### src/rtl/mem_arbiter.sv
// ============================================================================
// mem_arbiter -- shares one pipelined memory port between I/D block fills
//                and D-side write-through stores.
// Rev 1.0
// ============================================================================
`default_nettype none

module mem_arbiter #(
   parameter int BLOCK_WORDS = 8
) (
   input  logic                           clk,
   input  logic                           rst_n,
   input  logic                           i_miss,
   input  logic [15:0]                    i_miss_addr,
   input  logic                           d_miss,
   input  logic [15:0]                    d_miss_addr,
   input  logic                           d_wr_req,
   input  logic [15:0]                    d_wr_addr,
   input  logic [15:0]                    d_wr_data,
   output logic                           mem_en,
   output logic                           mem_wr,
   output logic [15:0]                    mem_addr,
   output logic [15:0]                    mem_data_in,
   input  logic [15:0]                    mem_data_out,
   input  logic                           mem_data_valid,
   output logic [15:0]                    fill_data,
   output logic [$clog2(BLOCK_WORDS)-1:0] fill_word,
   output logic                           i_fill_we,
   output logic                           d_fill_we,
   output logic                           i_fill_done,
   output logic                           d_fill_done,
   output logic                           d_wr_ack,
   output logic                           busy
);

   localparam int              c_CW       = $clog2(BLOCK_WORDS) + 1;
   localparam logic [c_CW-1:0] c_ONE      = c_CW'(1);
   localparam logic [c_CW-1:0] c_NWORDS   = c_CW'(BLOCK_WORDS);
   localparam logic [c_CW-1:0] c_LAST     = c_CW'(BLOCK_WORDS - 1);
   localparam logic [15:0]     c_OFF_MASK = 16'(2 * BLOCK_WORDS - 1);

   localparam logic [1:0] c_IDLE  = 2'd0;
   localparam logic [1:0] c_WRITE = 2'd1;
   localparam logic [1:0] c_FILL  = 2'd2;

   logic [1:0]      r_state;
   logic            r_owner_d;
   logic [15:0]     r_base;
   logic [15:0]     r_wr_addr;
   logic [15:0]     r_wr_data;
   logic [c_CW-1:0] r_issue_cnt;
   logic [c_CW-1:0] r_recv_cnt;

   logic w_issuing;
   logic w_rx;
   logic w_last;

   // Issue and receive run independently; only the valid count ends a fill.
   assign w_issuing = (r_state == c_FILL) && (r_issue_cnt < c_NWORDS);
   assign w_rx      = (r_state == c_FILL) && mem_data_valid;
   assign w_last    = w_rx && (r_recv_cnt == c_LAST);

   always_ff @(posedge clk or negedge rst_n) begin
      if (!rst_n) begin
         r_state     <= c_IDLE;
         r_owner_d   <= 1'b0;
         r_base      <= '0;
         r_wr_addr   <= '0;
         r_wr_data   <= '0;
         r_issue_cnt <= '0;
         r_recv_cnt  <= '0;
      end else begin
         case (r_state)
            c_IDLE: begin
               r_issue_cnt <= '0;
               r_recv_cnt  <= '0;
               if (d_wr_req) begin
                  r_state   <= c_WRITE;
                  r_wr_addr <= d_wr_addr;
                  r_wr_data <= d_wr_data;
               end else if (d_miss) begin
                  r_state   <= c_FILL;
                  r_owner_d <= 1'b1;
                  r_base    <= d_miss_addr & ~c_OFF_MASK;
               end else if (i_miss) begin
                  r_state   <= c_FILL;
                  r_owner_d <= 1'b0;
                  r_base    <= i_miss_addr & ~c_OFF_MASK;
               end
            end
            c_WRITE: r_state <= c_IDLE;
            c_FILL: begin
               if (w_issuing) r_issue_cnt <= r_issue_cnt + c_ONE;
               if (w_rx)      r_recv_cnt  <= r_recv_cnt + c_ONE;
               if (w_last)    r_state     <= c_IDLE;
            end
            default: r_state <= c_IDLE;
         endcase
      end
   end

   always_comb begin
      busy        = (r_state != c_IDLE);
      mem_en      = w_issuing || (r_state == c_WRITE);
      mem_wr      = (r_state == c_WRITE);
      mem_addr    = '0;
      mem_data_in = '0;
      d_wr_ack    = (r_state == c_WRITE);
      if (r_state == c_WRITE) begin
         mem_addr    = r_wr_addr;
         mem_data_in = r_wr_data;
      end else if (w_issuing) begin
         mem_addr = r_base + 16'({r_issue_cnt, 1'b0});
      end
      fill_data   = w_rx ? mem_data_out : '0;
      fill_word   = w_rx ? r_recv_cnt[c_CW-2:0] : '0;
      i_fill_we   = w_rx && !r_owner_d;
      d_fill_we   = w_rx && r_owner_d;
      i_fill_done = w_last && !r_owner_d;
      d_fill_done = w_last && r_owner_d;
   end

endmodule

`default_nettype wire

### config.mk
export PLATFORM = sky130hd
export DESIGN_NAME = mem_arbiter
export DESIGN_NICKNAME = d
export VERILOG_FILES = /design/src/rtl/mem_arbiter.sv
export SDC_FILE = /design/constraint.sdc
export NUM_CORES = 1
export LEC_CHECK = 0
export ABC_AREA = 0
export BUFFER_PORTS_ARGS = -buffer_cell sky130_fd_sc_hd__buf_4
export CORE_UTILIZATION = 50
export CTS_CLUSTER_DIAMETER = 50
export CTS_CLUSTER_SIZE = 40
export DETAILED_ROUTE_END_ITERATION = 8
export GPL_TIMING_DRIVEN = 0
export PLACE_DENSITY = 0.86
export SYNTH_ARGS = -nofsm -noshare
export SYNTH_HDL_FRONTEND = slang
export SYNTH_SLANG_ARGS = --single-unit
### constraint.sdc
create_clock -name clk -period 4 [get_ports clk]
set_clock_uncertainty 0.2 [all_clocks]
set_input_delay 0.4 -clock clk [delete_from_list [all_inputs] [get_ports clk]]
set_output_delay 0.4 -clock clk [all_outputs]
set_load 0.05 [all_outputs]
**After elaboration in Yosys (flattened, before gate mapping)**

Cells that the tools add are included.

- Bitwise operators: 1
- Reduce and logical (&&, ||, !) cells: 18
- Muxes and demuxes: 18
- Equality and inequality tests: 7
- $lt $le $gt $ge: 1
- Add/subtract/negate cells: 3

Operators with widths:

| cell | number |
|---|---|
| 16-bit two-way mux | 6 |
| 16-bit by 5-bit adder with 16-bit output | 1 |
| 4-bit case mux with 2 select lines | 2 |
| 4-bit by 1-bit adder with 4-bit output, second input constant | 2 |
| 2-bit two-way mux | 4 |
| 4-bit two-way mux | 2 |
| 2-bit AND reduction | 4 |
| 1-bit logical AND | 7 |
| 2-bit != test, second input constant | 3 |
| 2-bit nonzero test | 3 |
| 4-bit by 3-bit equality test with 1-bit output, second input constant | 1 |
| 4-bit less-than comparator, second input constant | 1 |
| 4-bit != test, second input constant | 1 |
| 2-bit case mux with 2 select lines | 1 |
| 3-bit two-way mux | 1 |
| 3-bit AND reduction | 1 |
| 2-bit by 1-bit equality test with 1-bit output, second input constant | 1 |
| 2-bit equality test, second input constant | 1 |
| 2-bit zero test | 1 |
| 1-bit two-way mux | 2 |
| 1-bit zero test | 1 |
| 1-bit logical OR | 1 |
| 1-bit NOT | 1 |

- Output and inout bits: 59
- Word-level logic and storage cells: 55
- Bits of input ports: 86
- Flip-flop bits (word level): 59

**Longest topological paths before layout**

- Depth in word-level cells: 5
- Gate-level depth with buffers: 6
- Depth with buffers taken out: 4

**Worst setup path after synthesis**

OpenSTA, ideal clock, no wires.

- Kind: register to output
- From: register r_state[0]
- To: output port d_fill_done
- Required time: 3400 ps
- Setup slack: 980 ps
- Arrival: 2420 ps
- Stages on the path, launching flop included: 4
- Cell sequence: dfrtp_1 buf_6 nand3b_1 nor4b_1

- Longest elaborated chain between the ends: 4

RTL lines:

| item | RTL line | source |
|---|---|---|
| start, declared | 46 | `logic [1:0] r_state;` |
| start signal, assigned | 65 | `r_state <= c_IDLE;` |
| start signal, assigned | 78 | `r_state <= c_WRITE;` |
| start signal, assigned | 82 | `r_state <= c_FILL;` |
| 2-bit equality test | 60 | `assign w_rx = (r_state == c_FILL) && mem_data_valid;` |
| 1-bit logical AND | 60 |  |
| 1-bit logical AND | 61 | `assign w_last = w_rx && (r_recv_cnt == c_LAST);` |
| 1-bit logical AND | 120 | `d_fill_done = w_last && r_owner_d;` |
| end, declared | 31 | `output logic d_fill_done,` |

Every way passes these cells.

**Worst setup path in the final report**

- From: register r_issue_cnt[3]
- To: output port mem_addr[15]

- Longest elaborated chain between the ends: 4
- Elaborated cells between the ends (all ways): 5
- Those cells by class: add/sub (1); order compare (1); mux (2); reduce/logical (1)

RTL lines:

| item | RTL line | source |
|---|---|---|
| start, declared | 51 | `logic [c_CW-1:0] r_issue_cnt;` |
| start signal, assigned | 93 | `if (w_issuing) r_issue_cnt <= r_issue_cnt + c_ONE;` |
| branches (longest 2 deep; another with 16-bit by 5-bit adder with 16-bit output) | -- |  |
| 16-bit two-way mux * | 112 | `end else if (w_issuing) begin` |
| 16-bit two-way mux * | 109 | `if (r_state == c_WRITE) begin` |
| end, declared | 22 | `output logic [15:0] mem_addr,` |

Mark *: on every way between the ends.

==> impl_metrics.yaml <==
critical_path:
  arrival_ns: 2.35
  rr_endpoint: "r_wr_addr[11]$_DFFE_PN0P_"
  cp_max_fo: 8
  r2r_slack_ns: 1.97
  worstSetupPathType: "register to output pin"
  required_ns: 3.40
  end_kind: "output pin"
  r2r_cells: 6
  start_kind: "register"
  r2r_start: "r_state[1]$_DFFE_PN0P_"
detailed_routing:
  avgViaCountPerCell: 5.260
  totalWireLength_um: 7046
  dr_wl_met2_um: 3587
  wl_met1_um: 2943
  vias: 2551
  ant_nets: 0
  drt_iter0_drc: 73
  routed-wl-met3_um: 372
  top_layer: "met4"
  dr.pass1.iters: 4
  drc: 0
  wl_per_cell_um: 14.53
timing:
  min_period_ns: 2.946
  tns_ns: 0
  min_period_over_period: 0.7364
  setup_violations: 0
  rsz0062_at_grt: "no"
  hold_viol: 0
  max_freq_ghz: 0.3395
  tightest_slew_ns: 0.6811
  finalMaxSlewViolations: 0
  slew_headroom: 0.5459
  whs_ns: 0.1111
cts:
  clkLatencyLatePin_ns: 0.31
  clk_pin_slew_ns: 0.10
  cts_buffers: 5
  root_buffer: "clkbuf_8"
  cts.sinks: 55
  cts_buffer_depth: 2
  cts_tree: "done"
  htreeDepth: 2
floorplanning:
  die_area_um2: 6281
  core_region_area_um2: 5642
  start_util: 0.5289
  die_h_um: 79.26
  fp.dieW_um: 79.26
  io_pins: 145
  fp-row-count: 27
power:
  p_sw_frac: 0.4534
  power.density_nw_per_um2: 738.3
  seqPwrFrac: 0.319
  pwr-share-clk: 0.124
  p_int_mw: 1.706
  ir_drop_mv: 0.6320
  p_switching_mw: 1.415
  power_mw: 3.121
  power_frac_comb: 0.557
  leakage_nw: 2.026
yosys:
  syn_nets: 358
  synth.distinct_cells: 42
  yosysSeqAreaShare: 0.4612
  yosys-top-cells-area: "dfrtp_1 46%, mux2_2 20%, and2_1 8.0%"
  ys.flop_type: "dfrtp_1"
  async_reset_ff_frac: 1.000
  syn_area_per_cell_um2: 11.13
  yosysTopAreaCell: "dfrtp_1"
  synth_edf_count: 0
  ys_warn_count: 0
  ys_ff_latch: 55
  synth_top_cell_area_share: 0.4612
  synth_cells: 268
  syn-cell-area_um2: 2984
grt:
  grt_pass1_vias: 2559
  grt_pass1_wl_um: 11560
  grt_max_degree: 56
  antenna_found_initial: 0
  overflow: 0
  track_usage: 0.2366
cells_and_area:
  drive_gt1_frac: 0.5036
  multiInputGateArea_um2: 1499
  regArea_um2: 1376
  mostFrequentLayoutCell: "buf_4"
  syn2layout_area_growth_pct: 41.64
  antenna_cells: 0
  fill_cells: 421
  final_cell_mix: "141 x buf_4, 55 x dfrtp_1, 53 x mux2_2"
  nNetsFinal: 502
  fin_cells: 485
place:
  numPortBuffers: 136
  place_congestion: 0.7951
  dp_cells: 476
  dp_hpwl_um: 5485
status:
  status: "complete, no violations"
worst_hold_path:
  worstHoldStart: "d_wr_data[3]"
  min_path_cells: 2
  hold_end: "r_wr_data[3]$_DFFE_PN0P_"
  min_path_type: "primary input to register"
run:
  drv_cap: 0
[registers in the layout (all words and copies together), names as in the netlist]
name / count
r_issue_cnt: 4
r_state: 2
r_wr_addr: 16
r_base: 12
r_owner_d: 1
r_recv_cnt: 4
r_wr_data: 16
[kinds of logic after synthesis]
group,after synthesis,share of synthesized area
AND/OR/NAND/NOR,99,0.1904
multiplexers,59,0.2201
flip-flops,55,0.4612
AO/OA/AOI/OAI,26,0.06332
buffers and inverters,21,0.03648
XOR/XNOR,4,0.01174
adder cells (fa/ha/maj),4,0.01677
[power groups by stage]
stage,logic (mW),registers (mW),clock network [mW]
floorplan,1.28,0.951,0
global placement,1.71,0.990,0
detailed placement,1.74,1.01,0
CTS,1.75,0.994,0.396
global route,1.85,1.03,0.414
finish,1.74,0.997,0.385
[critical path: stages, from the launching register on]
cell	delay [ns]
dfrtp_1	0.53
ha_1	0.27
nand4_1	0.26
or4_1	0.47
o211ai_1	0.26
buf_4	0.25
[per-stage QoR]
step / cell area, µm² / setup slack (ns) / util
after global placement: 4095 / 1.500 / 0.7259
after detailed placement: 4095 / 1.426 / 0.7259
after floorplan: 2984 / 0.9795 / -
after CTS: 4227 / 1.077 / 0.7492
final: 4227 / 1.054 / 0.7492
after global routing: 4227 / 0.9711 / 0.7492
[synthesized netlist by cell type (2+ instances only)]
cell type and number:
xnor2_1 2, nand4_1 4, mux2_2 53, nand3_1 11
or4_1 6, mux2i_1 6, a22o_1 5, clkbuf_1 6
inv_1 5, nor2_1 4, and2_1 38, xor2_1 2
dfrtp_1 55, buf_2 3, ha_1 4, o211ai_1 5
buf_4 5, nand2_1 22, o21ai_0 8, nor3_1 2
[routing by layer]
metal / vias to the layer above / track usage
met3: 14 / 0.04713
met1: 1227 / 0.2876
li1: 1235 / -
met2: 75 / 0.4207
met4: 0 / 0.07091
met5: - / 0
[what timing repair did]
action / CTS / global route
resized for setup: 0 / 0
hold buffers: 1 / 0
hold endpoints to repair: 55 / 0
buffers inserted: 0 / 0
[worst max path at each step]
stage,startpoint,end,slack [ns],cells after the start
floorplan,r_state[0]$_DFFE_PN0P_,d_fill_done,0.98,3
global placement,r_issue_cnt[3]$_DFFE_PN0P_,mem_addr[15],1.50,5
detailed placement,r_issue_cnt[3]$_DFFE_PN0P_,mem_addr[15],1.43,5
CTS,r_issue_cnt[3]$_DFFE_PN0P_,mem_addr[15],1.08,5
global route,r_issue_cnt[3]$_DFFE_PN0P_,mem_addr[15],0.97,5
finish,r_issue_cnt[3]$_DFFE_PN0P_,mem_addr[15],1.05,5
[area by class of cell]
type                    count  area share
flip-flops and latches     55      0.3256
repair buffers            137      0.2439
clock inverters             2    0.009177
clock buffers               6     0.01954
multi-input cells         192      0.3546
inverters                   5    0.004441
plain buffers              16     0.02131
well taps                  72     0.02131
(Power assumes the default switching activity.)
